`config.mk`:
```
export PLATFORM = sky130hd
export DESIGN_NAME = led_pattern_gen
export DESIGN_NICKNAME = d
export VERILOG_FILES = /design/src/rtl/led_pattern_pkg.sv /design/src/rtl/led_prescaler.sv /design/src/rtl/led_pattern_gen.sv
export SDC_FILE = /design/constraint.sdc
export NUM_CORES = 1
export LEC_CHECK = 0
export BUFFER_PORTS_ARGS = -buffer_cell sky130_fd_sc_hd__buf_2
export CAP_MARGIN = 20
export CORE_MARGIN = 1.5
export CORE_UTILIZATION = 55
export DETAILED_ROUTE_END_ITERATION = 8
export PLACE_DENSITY_LB_ADDON = 0.3
export SLEW_MARGIN = 0
export SYNTH_ARGS = -nofsm -noshare
export SYNTH_HDL_FRONTEND = slang
export SYNTH_HIERARCHICAL = 1
export SYNTH_SLANG_ARGS = --single-unit
```
`constraint.sdc`:
```
create_clock -name CLK -period 2.28 [get_ports CLK]
set_input_delay 0.228 -clock CLK [delete_from_list [all_inputs] [get_ports CLK]]
set_output_delay 0.228 -clock CLK [all_outputs]
set_load 0.01 [all_outputs]
```
`src/rtl/led_pattern_pkg.sv`:
```
// Shared types for the LED pattern generator: pattern modes and sweep direction.
// Latency: n/a (types only).
// Backpressure: n/a.
package led_pattern_pkg;

   // Pattern selected by MODE; encoding matches the 2-bit MODE input.
   typedef enum logic [1:0] {
      MODE_BLINK,
      MODE_CHASE,
      MODE_BOUNCE,
      MODE_BREATHE
   } mode_e;

   // Sweep direction shared by the bounce position and the breathe duty.
   typedef enum logic {
      DIR_UP,
      DIR_DOWN
   } dir_e;

endpackage

```
`src/rtl/led_prescaler.sv`:
```
// Step prescaler: free-running modulo-DIV counter producing one TICK per DIV enabled cycles.
// Latency: TICK is combinational from the registered count (high while cnt == DIV-1).
// Backpressure: none; ENABLE=0 holds the count and forces TICK low.
// Ports: CLK clock, RST async active-high reset, ENABLE run/freeze, TICK step strobe.
module led_prescaler #(
   parameter int DIV = 64
) (
   input  logic CLK,
   input  logic RST,
   input  logic ENABLE,
   output logic TICK
);

   localparam int CW = $clog2(DIV);
   localparam logic [CW-1:0] CNT_LAST = CW'(DIV - 1);

   logic [CW-1:0] cnt_q;
   logic [CW-1:0] cnt_d;

   always_comb begin
      cnt_d = cnt_q;
      if (ENABLE) begin
         cnt_d = (cnt_q == CNT_LAST) ? '0 : cnt_q + CW'(1);
      end
   end

   always_ff @(posedge CLK or posedge RST) begin
      if (RST) begin
         cnt_q <= '0;
      end else begin
         cnt_q <= cnt_d;
      end
   end

   assign TICK = ENABLE && (cnt_q == CNT_LAST);

endmodule

```
`src/rtl/led_pattern_gen.sv`:
```
// LED pattern generator: blink, chase, bounce or PWM breathe, stepped by a shared prescaler tick.
// Latency: LED is registered; a tick (or MODE change sampled at a tick) shows on LED after that edge.
// Backpressure: none; ENABLE=0 freezes every counter, LED, and holds STEP low.
// Ports: CLK clock, RST async active-high reset, ENABLE run/freeze, MODE requested pattern,
//        LED registered drive (1 = on), STEP high in the cycle a step tick occurs.
module led_pattern_gen
   import led_pattern_pkg::*;
#(
   parameter int N_LEDS = 8,
   parameter int DIV    = 64,
   parameter int PWM_W  = 4
) (
   input  logic              CLK,
   input  logic              RST,
   input  logic              ENABLE,
   input  logic [1:0]        MODE,
   output logic [N_LEDS-1:0] LED,
   output logic              STEP
);

   localparam int PW = (N_LEDS > 1) ? $clog2(N_LEDS) : 1;
   localparam logic [PW-1:0]    POS_LAST = PW'(N_LEDS - 1);
   localparam logic [PWM_W-1:0] DUTY_MAX = '1;

   logic              tick;
   mode_e             mode_req;
   mode_e             mode_q,  mode_d;
   dir_e              dir_q,   dir_d;
   logic [PW-1:0]     pos_q,   pos_d;
   logic [PWM_W-1:0]  duty_q,  duty_d;
   logic [PWM_W-1:0]  pwm_q,   pwm_d;
   logic [N_LEDS-1:0] led_q,   led_d;

   led_prescaler #(.DIV(DIV)) u_prescaler (
      .CLK    (CLK),
      .RST    (RST),
      .ENABLE (ENABLE),
      .TICK   (tick)
   );

   assign mode_req = mode_e'(MODE);
   assign STEP     = tick;
   assign LED      = led_q;

   always_comb begin
      mode_d = mode_q;
      dir_d  = dir_q;
      pos_d  = pos_q;
      duty_d = duty_q;
      pwm_d  = pwm_q;
      led_d  = led_q;
      if (ENABLE) begin
         if (tick && (mode_req != mode_q)) begin
            // A mode change at a tick loads the entry state instead of advancing.
            mode_d = mode_req;
            pos_d  = '0;
            dir_d  = DIR_UP;
            duty_d = '0;
            pwm_d  = '0;
            case (mode_req)
               MODE_BLINK:   led_d = '1;
               MODE_BREATHE: led_d = '0;
               default:      led_d = N_LEDS'(1);
            endcase
         end else begin
            case (mode_q)
               MODE_BLINK: begin
                  if (tick) led_d = ~led_q;
               end
               MODE_CHASE: begin
                  if (tick) begin
                     pos_d = (pos_q == POS_LAST) ? '0 : pos_q + PW'(1);
                     led_d = N_LEDS'(1) << pos_d;
                  end
               end
               MODE_BOUNCE: begin
                  if (tick) begin
                     // A single LED has nowhere to move; it stays lit at position 0.
                     if (N_LEDS == 1)          pos_d = '0;
                     else if (dir_q == DIR_UP) pos_d = pos_q + PW'(1);
                     else                      pos_d = pos_q - PW'(1);
                     // Turning on arrival lights each end LED for exactly one step per sweep.
                     if ((N_LEDS > 1) && (pos_d == POS_LAST)) dir_d = DIR_DOWN;
                     else if (pos_d == '0)                    dir_d = DIR_UP;
                     led_d = N_LEDS'(1) << pos_d;
                  end
               end
               MODE_BREATHE: begin
                  pwm_d = pwm_q + PWM_W'(1);
                  led_d = {N_LEDS{pwm_q < duty_q}};
                  if (tick) begin
                     duty_d = (dir_q == DIR_UP) ? duty_q + PWM_W'(1) : duty_q - PWM_W'(1);
                     if (duty_d == DUTY_MAX) dir_d = DIR_DOWN;
                     else if (duty_d == '0)  dir_d = DIR_UP;
                  end
               end
               default: ;
            endcase
         end
      end
   end

   always_ff @(posedge CLK or posedge RST) begin
      if (RST) begin
         mode_q <= MODE_BLINK;
         dir_q  <= DIR_UP;
         pos_q  <= '0;
         duty_q <= '0;
         pwm_q  <= '0;
         led_q  <= '0;
      end else begin
         mode_q <= mode_d;
         dir_q  <= dir_d;
         pos_q  <= pos_d;
         duty_q <= duty_d;
         pwm_q  <= pwm_d;
         led_q  <= led_d;
      end
   end

endmodule

```
**After elaboration in Yosys (flattened, before gate mapping)**

Index checks and enable logic that the tools add are counted.

- Flip-flop bits (word level): 28
- Bits of input ports: 5

- Reductions and logical operators: 16
- Eq/ne operators: 15
- Shift-type cells: 2
- $lt $le $gt $ge: 1
- Multiplexer cells: 31
- $add $sub $neg: 6
- Bitwise operators: 1

Operators with widths:

| operator | count |
|---|---|
| $mux 8 | 4 |
| $pmux 8 s4 | 1 |
| $mux 3 | 9 |
| $mux 4 | 6 |
| $pmux 8 s2 | 1 |
| $shl 1x3->8 const A | 2 |
| $ne 3x3->1 const B | 4 |
| $add 4x1->4 const B | 2 |
| $ne 4x4->1 const B | 2 |
| $not 8->8 | 1 |
| $reduce_and 4->1 | 2 |
| $mux 1 | 7 |
| $add 6x1->6 const B | 1 |
| $eq 2x2->1 const B | 3 |
| $eq 3x3->1 const B | 2 |
| $eq 6x6->1 const B | 1 |
| $mux 6 | 1 |
| $pmux 3 s2 | 1 |
| $reduce_and 6->1 | 1 |
| $reduce_bool 3->1 | 2 |
| $eq 4x4->1 const B | 1 |
| $logic_not 2->1 | 2 |
| $logic_not 4->1 | 1 |
| $lt 4x4->1 | 1 |
| 11 further kinds | 14 |

**Longest topological paths before layout**

Gate-level depths: netlist of run 1.

- Word-level depth: 12
- Mapped depth: 8
- Mapped depth without buffers: 7

**Hierarchy**

Netlist of run 1, hierarchy kept.

Modules (own cells, without submodules):

| module | cells an instance | instances | area an instance (µm²) |
|---|---|---|---|
| led_pattern_gen | 215 | 1 | 1,809.2 |
| led_prescaler | 26 | 1 | 302.8 |

**Worst setup path after synthesis of run 1**

OpenSTA, ideal clock, no wires.

- Path type: reg-to-reg
- Start: reg u_prescaler.cnt_q[0]
- End: reg led_q[1] (netlist: LED[1])
- Arrival time: 2.094 ns
- Stages on the path, launching flop included: 8
- Library setup time: 0.139 ns
- Buffers on the path: 0
- Setup slack: 0.047 ns
- Data required time: 2.141 ns
- Path through: dfrtp_1 ha_1 nand2_1 nor2_1 o21ai_4 or3_4 nor3_4 a22oi_1

- Longest elaborated chain between the ends: 5
- Elaborated cells between the ends (all ways): 8
- Those cells by class: eq/ne (4); mux (1); reduce/logical (3)

Ends and longest elaborated chain:

| item | RTL line | RTL |
|---|---|---|
| start, declared | led_prescaler.sv:17 | `logic [CW-1:0] cnt_q;` |
| start signal, assigned | led_prescaler.sv:31 | `cnt_q <= cnt_d;` |
| $eq 6x6->1 (*) | led_prescaler.sv:35 | `assign TICK = ENABLE && (cnt_q == CNT_LAST);` |
| $logic_and 1x1->1 (*) | led_prescaler.sv:35 |  |
| net STEP | led_pattern_gen.sv:18 | `output logic STEP` |
| $logic_and 1x1->1 | led_pattern_gen.sv:53 | `if (tick && (mode_req != mode_q)) begin` |
| $ne 3x3->1 (no source line) | n/a |  |
| $reduce_and 4->1 (no source line) | n/a |  |
| end signal, assigned | led_pattern_gen.sv:117 | `led_q <= led_d;` |
| end, declared | led_pattern_gen.sv:32 | `logic [N_LEDS-1:0] led_q, led_d;` |

Mark *: on every way through the listed nets, which the timed path passes. The rest lies on a longest branch.
A chain may end at the register's enable or synchronous reset.

**Worst setup path after layout of run 1**

- Start: reg u_prescaler.cnt_q[0]
- End: reg led_q[2] (netlist: LED[2])

- Longest elaborated chain between the ends: 5
- Elaborated cells between the ends (all ways): 8
- Those cells by class: eq/ne (4); mux (1); reduce/logical (3)

Ends and longest elaborated chain:

| item | RTL line |
|---|---|
| $eq 6x6->1 (*) | led_prescaler.sv:35 |
| $logic_and 1x1->1 (*) | led_prescaler.sv:35 |
| $logic_and 1x1->1 | led_pattern_gen.sv:53 |
| $ne 3x3->1 (no source line) | n/a |
| $reduce_and 4->1 (no source line) | n/a |

Every way passes the cells marked *; elsewhere a longest branch is shown, timed or not.

==> results by group, run 1 <==
Clock tree
  • TritonCTS clock tree: done
  • Clock buffer count from CTS: 3
  • Clk buf depth: 2
  • Clock tree sinks: 28
  • Reg clk slew, reported paths: 0.10 ns
  • Root buffer cell: clkbuf_8
  • Clk Latency, worst-skew pair: 0.27 ns
  • H-tree depth: 1

Drt
  • Via density: 5.90
  • Total Wirelength: 4440 um
  • Wire per inst: 14.1 um
  • DR DRC count: 0
  • Drt pass-1 iters: 4
  • Post-route ant nets: 0
  • Iter 0 DRT Violations: 108
  • Via count: 1854

Synthesis
  • Sequential cell area fraction in the yosys report: 33.2%
  • Syn nets: 263
  • Asr flop ratio synth: 100%
  • Post-Syn Area: 2110 sq um
  • Largest family of logic cells by synthesized area: simple AND/OR/NAND/NOR gates
  • Number of flops mapped to enable cells by yosys: 0
  • Synth Flop Type: dfrtp_1
  • Post-Synth XOR/XNOR Area: 4.56%
  • Unique masters post-synth: 50
  • Synth warnings: 6
  • Mux cell area share after synthesis: 3.61%
  • Synthesized netlist cell count: 241
  • Synth Area in Compound Gates: 19.5%
  • Simple-gate share of the synthesized area: 23.5%
  • Post-synthesis adder-cell area fraction: 10.4%
  • Syn Area/Cell: 8.76 sq um
  • Yosys reg bits: 28

Timing
  • Final hold slack: 0.238 ns
  • Max frequency: 0.477 GHz
  • Tmin final: 2.10 ns
  • Final period util: 92.0%
  • Fin. max-slew vios: 0
  • Worst setup margin: 0.182 ns
  • RSZ-0062 raised after global routing: false
  • Worst-margin pin slew: 0.876 ns
  • # setup viols final: 0
  • Final hold viol count: 0
  • Total negative slack: 0 ns
  • Relative slew slack: 41.5%
  • Worst clock skew: 0.00296 ns

Layout
  • Most frequent cells in the layout: 31 x nand2_1, 27 x dfrtp_1, 22 x nand3_1
  • Area Growth Syn to Fin: 13.2%
  • Layout cells sized above 1: 17.7%
  • Inserted Diodes: 0
  • Nets@finish: 289
  • Commonest non-fill, non-tap cell in the layout: nand2_1
  • Layout Utilization: 65.3%

Place
  • Detailed Place HPWL: 3260 um
  • Dpl ws: 0.169 ns
  • PortBufs: 13
  • GP Congestion: 0.801

Floorplanning
  • I/O pin count: 14
  • Initial Utilization: 57.7%
  • Die H: 65.0 um
  • Rows: 22
  • Die width: 65.0 um
  • Die ar.: 4220 sq um
  • Core area: 3660 sq um

Setup path
  • Critical Path Sink Type: register
  • Worst EP arrival: 2.24 ns
  • Flop-to-flop setup slack: 0.18 ns
  • Worst setup startpoint: u_prescaler/cnt_q[0]$_DFFE_PP0P_
  • Crit Path Max Fanout: 9
  • Crit path required time: 2.42 ns
  • WS Path Type: reg -> reg
  • Reg2reg start: u_prescaler/cnt_q[0]$_DFFE_PP0P_
  • Startpoint Class: register

Power
  • Power share of the combinational group: 35.3%
  • Clock share of power: 22.9%
  • P_int: 1.14 mW
  • Static leakage: 1.06 nW
  • Sw frac: 34.2%
  • Sequential share of power: 41.8%
  • P_sw: 590 uW
  • Cell area power density: 722 nW/um^2
  • Worst vdd ir: 0.517 mV

Min path
  • Hold Path Class: in -> reg
  • HP Start: ENABLE

GRT
  • Number of global-route vias before repair: 1741
  • GRT Residual Overflow: 0
  • First-pass GRT wire length: 7980 um
  • Largest net degree at the start of global routing: 23
  • Gr usage total: 23.9%
  • Initial antenna violation count: 0

Flow run
  • Max-cap violations: 0

Outcome
  • Status: finished, final reports clean
==> synth_stat cells (all sizes together), types with 3 or more instances <==
library cell	n	area, sq um
a211oi	3	22.5
a21oi	8	47.6
a22oi	8	60.1
a31oi	3	18.8
buf	5	31.3
clkbuf	3	11.3
dfrtp	28	701
ha	16	200
inv	18	67.6
mux2	5	56.3
nand2	32	136
nand2b	5	31.3
nand3	22	110
nand4	5	37.5
nor2	12	45.0
nor2b	3	18.8
nor3	6	52.6
o21ai	18	101
xnor2	8	70.1
xor2	3	26.3
==> final timing paths <==
kind	cells past startpoint	to
worst max-delay path	8	LED[2]$_DFFE_PP0P_
worst min register to register	1	pwm_q[3]$_DFFE_PP0P_
min in group asynchronous	3	u_prescaler/cnt_q[4]$_DFFE_PP0P_
max in group asynchronous	3	pos_q[0]$_DFFE_PP0P_
worst max register to register	8	LED[2]$_DFFE_PP0P_
worst min-delay path	3	u_prescaler/cnt_q[2]$_DFFE_PP0P_
==> repair_timing <==
action | CTS | global route
gates resized for setup | 0 | 2
endpoints found under the hold margin | 6 | 0
hold buffers | 1 | 0
buffers inserted | 0 | 0
endpoints found under the setup margin | 0 | 3
==> state kept, by name, summed over array words and instances, names as in the netlist <==
| signal | cells |
|---|---|
| u_prescaler/cnt_q | 6 |
| dir_q | 1 |
| pos_q | 3 |
| LED | 8 |
| duty_q | 4 |
| pwm_q | 4 |
| mode_q | 2 |
==> kinds of logic after synthesis <==
| logic type | count (synthesis) |
|---|---|
| buffers and inverters | 26 |
| XOR/XNOR | 11 |
| adder cells (fa/ha/maj) | 17 |
| multiplexers | 7 |
| AND/OR/NAND/NOR | 93 |
| flip-flops | 28 |
| AO/OA/AOI/OAI | 59 |
==> power by group through the flow <==
stage | logic (mW) | clock network, mW | registers [mW]
final | 0.610 | 0.394 | 0.722
after global routing | 0.686 | 0.414 | 0.738
after CTS | 0.612 | 0.403 | 0.720
after detailed placement | 0.608 | 0 | 0.729
after global placement | 0.592 | 0 | 0.725
after floorplan | 0.364 | 0 | 0.769
==> final cells by class <==
type	instances	area, sq um
clock buffers	3	41.3
inverters	18	67.6
fillers	310	1270
multi-input cells	187	1300
flip-flops and latches	28	702
well taps	48	60.1
clock inverters	1	30.0
repair buffers	29	188
==> through the flow <==
step | power (mW) | cell area, sq um | std cells
floorplan | 1.13 | 2110 | 241
global placement | 1.32 | 2310 | 309
detailed placement | 1.34 | 2310 | 309
CTS | 1.73 | 2390 | 314
global route | 1.84 | 2390 | 314
finish | 1.73 | 2390 | 314
==> metal layers <==
metal	vias up	global-route usage (%)	share of wire, %
met1	891	35.4	48
met2	47	37.0	47
met4	0	8.24	1.0
li1	912	-	-
met5	-	0	0
met3	4	1.74	3.9
==> critical path, stage by stage (launching register included) <==
cell and delay (ns):
dfrtp_1 0.40, ha_1 0.22, nand2_1 0.10, nor2_1 0.11, buf_4 0.19, o21ai_4 0.08
or3_4 0.39, nor3_4 0.33, a22oi_1 0.15
Power figures use the tool's default switching activity.
==> run 2, diff against run 1 <==
--- a/constraint.sdc
+++ b/constraint.sdc
@@ -3,2 +3,2 @@
 set_output_delay 0.228 -clock CLK [all_outputs]
-set_load 0.01 [all_outputs]
+set_load 0.05 [all_outputs]
==> results by group, run 2 (same netlist as run 1, synthesis figures left out) <==
Setup path
  • Crit Path Max Fanout: 10
  • WS Path Type: reg -> reg
  • Critical Path Sink Type: register
  • Worst EP arrival: 2.29 ns
  • Startpoint Class: register
  • Crit path required time: 2.45 ns

Layout
  • Most frequent cells in the layout: 31 x nand2_1, 28 x dfrtp_1, 22 x nand3_1
  • Layout cells sized above 1: 18.1%
  • Layout Utilization: 65.4%
  • Non-filler cells, final: 313
  • Nets@finish: 288
  • Max reg flops: 8
  • Commonest non-fill, non-tap cell in the layout: nand2_1
  • Area Growth Syn to Fin: 13.4%
  • Fill cells: 325
  • Finished Cell Area: 2400 sq um
  • Inserted Diodes: 0

Outcome
  • Status: finished, final reports clean

Floorplanning
  • Initial Utilization: 57.7%
  • Die ar.: 4220 sq um
  • I/O pin count: 14
  • Rows: 22
  • Die width: 65.0 um
  • Core area: 3660 sq um
  • Die H: 65.0 um

Timing
  • Total negative slack: 0 ns
  • Max frequency: 0.472 GHz
  • Final period util: 92.8%
  • Tmin final: 2.12 ns
  • Final hold viol count: 0
  • Worst setup margin: 0.163 ns
  • Worst clock skew: 0.00669 ns
  • Final hold slack: 0.289 ns
  • Worst-margin pin slew: 0.867 ns
  • # setup viols final: 0
  • Relative slew slack: 42.1%
  • RSZ-0062 raised after global routing: false
  • Fin. max-slew vios: 0

Drt
  • Total Wirelength: 4650 um
  • DR DRC count: 0
  • Drt pass-1 iters: 5
  • Via count: 1813
  • Post-route ant nets: 0
  • Iter 0 DRT Violations: 91
  • Via density: 5.79
  • Wire per inst: 14.9 um

Min path
  • Hold Path Class: in -> reg

GRT
  • First-pass GRT wire length: 8140 um
  • Initial antenna violation count: 0
  • Number of global-route vias before repair: 1744
  • Gr usage total: 24.9%
  • Largest net degree at the start of global routing: 23
  • GRT Residual Overflow: 0

Power
  • Power Total: 1.91 mW
  • Static leakage: 1.06 nW
  • Worst vdd ir: 0.629 mV
  • Cell area power density: 797 nW/um^2

Clock tree
  • Clock buffer count from CTS: 3
  • H-tree depth: 1
  • Clk buf depth: 2
  • TritonCTS clock tree: done
  • Clock tree sinks: 28
  • Clk Latency, worst-skew pair: 0.29 ns
  • Reg clk slew, reported paths: 0.10 ns
  • Root buffer cell: clkbuf_8

Place
  • Dpl ws: 0.119 ns
  • Detailed Place HPWL: 3310 um
  • PortBufs: 13
  • Placed Area: 2290 sq um
  • GP Congestion: 0.812
  • Placed insts: 306

Flow run
  • Max-cap violations: 0
run 2: changes by cell type in the layout (fill, tap and decap cells not counted), sizes merged:
cell  delta
buf      -1
run 2: path summary, 6_finish.rpt:
path	startpoint	to	slack (ns)	depth (start not counted)
worst max-delay path	pos_q[0]$_DFFE_PP0P_	LED[0]$_DFFE_PP0P_	0.16	7
max in group asynchronous	RST	pos_q[2]$_DFFE_PP0P_	1.08	3
worst max register to register	pos_q[0]$_DFFE_PP0P_	LED[0]$_DFFE_PP0P_	0.16	7
worst min-delay path	MODE[0]	mode_q[0]$_DFFE_PP0P_	0.29	2
worst min register to register	pwm_q[3]$_DFFE_PP0P_	pwm_q[3]$_DFFE_PP0P_	0.51	1
min in group asynchronous	RST	u_prescaler/cnt_q[1]$_DFFE_PP0P_	0.39	3
run 2: metal layers:
metal | track usage [%] | share of wire (%) | vias up
met2 | 38.5 | 46 | 53
met3 | 2.43 | 4.6 | 6
met5 | 0 | 0 | -
met1 | 36.3 | 48 | 838
met4 | 8.78 | 1.4 | 0
li1 | - | - | 916
run 2: critical path, stage by stage, from the launching register on:
cell      delay (ns)
dfrtp_1         0.51
inv_1           0.13
ha_1            0.43
and3_1          0.21
o21ai_0         0.16
a21boi_0        0.16
a211oi_1        0.31
a21oi_1         0.11
run 2: area by class of cell:
class | count | area [sq um] | share of cell area, %
Multi-Input combinational cell | 187 | 1320 | 54.9
Sequential cell | 28 | 701 | 29.2
Timing Repair Buffer | 28 | 180 | 7.52
Inverter | 18 | 67.6 | 2.82
Tap cell | 48 | 60.1 | 2.51
Clock buffer | 3 | 41.3 | 1.72
Clock inverter | 1 | 30.0 | 1.25
run 2: power by group:
| part | internal [mW] | leakage (nW) | total [mW] | switching [mW] |
|---|---|---|---|---|
| sequential | 0.618 | 0.356 | 0.737 | 0.119 |
| clock | 0.236 | 0.0357 | 0.406 | 0.170 |
| combinational | 0.264 | 0.668 | 0.767 | 0.503 |
| total | 1.12 | 1.06 | 1.91 | 0.792 |
run 2: timing repair:
action                                  in CTS  in global routing
endpoints found under the setup margin       0                  8
hold buffers                                 1                  0
setup buffers                                0                  2
endpoints found under the hold margin        6                  0
gates resized for setup                      0                  3
==> run 3, diff against run 2 <==
CAP_MARGIN = unset   (was 20)
CORE_ASPECT_RATIO = 0.9   (was unset)
==> results by group, run 3 (same netlist as run 1, synthesis figures left out) <==
Floorplanning
  • Initial Utilization: 57.0%
  • Die H: 61.8 um
  • I/O pin count: 14
  • Rows: 21
  • Die width: 68.3 um
  • Core area: 3700 sq um
  • Die ar.: 4220 sq um

GRT
  • Largest net degree at the start of global routing: 23
  • GRT Residual Overflow: 0
  • Initial antenna violation count: 0
  • Gr usage total: 22.4%
  • First-pass GRT wire length: 7060 um
  • Number of global-route vias before repair: 1539

Layout
  • Most frequent cells in the layout: 31 x nand2_1, 28 x dfrtp_1, 22 x nand3_1
  • Inserted Diodes: 0
  • Max reg flops: 8
  • Commonest non-fill, non-tap cell in the layout: nand2_1
  • Nets@finish: 285
  • Fill cells: 308
  • Layout cells sized above 1: 16.4%
  • Area Growth Syn to Fin: 11.9%
  • Non-filler cells, final: 308

Power
  • Cell area power density: 803 nW/um^2
  • Sequential share of power: 38.5%
  • Clock share of power: 20.7%
  • Worst vdd ir: 0.581 mV
  • Sw frac: 40.9%
  • Static leakage: 1.04 nW
  • Power share of the combinational group: 40.7%
  • P_sw: 776 uW
  • P_int: 1.12 mW

Timing
  • Total negative slack: 0 ns
  • Tmin final: 2.15 ns
  • Max frequency: 0.465 GHz
  • Relative slew slack: 41.4%
  • Final period util: 94.2%
  • Final hold slack: 0.291 ns
  • Final hold viol count: 0
  • Fin. max-slew vios: 0
  • # setup viols final: 0
  • Worst-margin pin slew: 0.878 ns
  • Worst clock skew: 0.00404 ns
  • RSZ-0062 raised after global routing: false

Min path
  • HP Start: MODE[0]
  • Hold path cells: 2
  • Min-Delay Endpoint: mode_q[0]$_DFFE_PP0P_
  • Hold Path Class: in -> reg

Clock tree
  • Clk buf depth: 2
  • Clk Latency, worst-skew pair: 0.27 ns
  • H-tree depth: 1
  • Reg clk slew, reported paths: 0.10 ns
  • Root buffer cell: clkbuf_8
  • TritonCTS clock tree: done
  • Clock buffer count from CTS: 3
  • Clock tree sinks: 28
  • Total setup buffers inserted after CTS: 0

Setup path
  • WS Path Type: reg -> reg
  • Worst r2r path cells: 7
  • Crit Path Max Fanout: 7
  • R2r endpoint: LED[6]$_DFFE_PP0P_
  • Flop-to-flop setup slack: 0.13 ns
  • Critical Path Sink Type: register
  • Startpoint Class: register
  • Crit path required time: 2.43 ns
  • Worst EP arrival: 2.30 ns
  • Reg2reg start: mode_q[0]$_DFFE_PP0P_

Place
  • Detailed Place HPWL: 3430 um
  • Placed insts: 303
  • GP Congestion: 0.895
  • PortBufs: 13

Drt
  • Met1 WL: 2300 um
  • Wire per inst: 14.8 um
  • Total Wirelength: 4560 um
  • DR DRC count: 0
  • DR top layer: met4
  • Via count: 1814
  • Met3 Wirelength: 199 um
  • Via density: 5.89
  • Iter 0 DRT Violations: 127
  • Met2 wire length: 2040 um
  • Drt pass-1 iters: 4
  • Post-route ant nets: 0

Flow run
  • Max-cap violations: 0

Outcome
  • Status: finished, final reports clean
## run 3: changes by cell type in the layout (fill, tap and decap cells not counted), sizes merged
| cell | delta |
|---|---|
| buf | -3 |
## run 3: power groups by stage
stage | clock network (mW) | logic (mW) | registers, mW
final | 0.393 | 0.773 | 0.731
after global routing | 0.417 | 0.853 | 0.751
after CTS | 0.402 | 0.774 | 0.730
after detailed placement | 0 | 0.768 | 0.738
after global placement | 0 | 0.753 | 0.737
after floorplan | 0 | 0.369 | 0.950
## run 3: final cells by class
type | instances | area (sq um) | share of cell area, %
Multi-Input combinational cell | 187 | 1310 | 55.4
Inverter | 18 | 67.6 | 2.86
Clock buffer | 3 | 41.3 | 1.75
Timing Repair Buffer | 25 | 158 | 6.67
Clock inverter | 1 | 30.0 | 1.27
Tap cell | 46 | 57.6 | 2.44
Sequential cell | 28 | 701 | 29.6
## run 3: worst max-delay path: stages (launching register included)
cell and delay (ns):
dfrtp_1 0.45, inv_1 0.11, ha_1 0.29, nor3_4 0.26, o21ai_4 0.07, or3_4 0.39, nor3_4 0.31, a22oi_1 0.14
## run 3: worst max-delay path by stage
stage	from	endpoint	cells after the start
floorplan	u_prescaler/cnt_q[0]$_DFFE_PP0P_	LED[1]$_DFFE_PP0P_	7
global placement	pos_q[0]$_DFFE_PP0P_	dir_q$_DFFE_PP0P_	7
detailed placement	pos_q[0]$_DFFE_PP0P_	dir_q$_DFFE_PP0P_	7
CTS	pos_q[0]$_DFFE_PP0P_	dir_q$_DFFE_PP0P_	7
global route	mode_q[0]$_DFFE_PP0P_	LED[4]$_DFFE_PP0P_	7
finish	mode_q[0]$_DFFE_PP0P_	LED[6]$_DFFE_PP0P_	7
## run 3: per-stage QoR
stage               power [mW]  instance area, sq um  worst slack, ns  utilization (%)
detailed placement        1.51                  2280            0.134             61.6
floorplan                 1.32                  2120            0.135                -
global route              2.02                  2360         0.000179             63.8
finish                    1.90                  2360            0.132             63.8
CTS                       1.91                  2360            0.110             63.8
global placement          1.49                  2280            0.207             61.6
## run 3: timing repair
action                                 in CTS  in global routing
hold buffers                                1                  0
endpoints found under the hold margin       6                  0
setup endpoints to repair                   0                  7
gates resized for setup                     0                  1
## run 3: per-layer routing
layer	GRT usage [%]	vias up
met4	3.71	0
met2	33.3	35
met3	4.68	2
li1	-	910
met5	0	-
met1	34.3	867
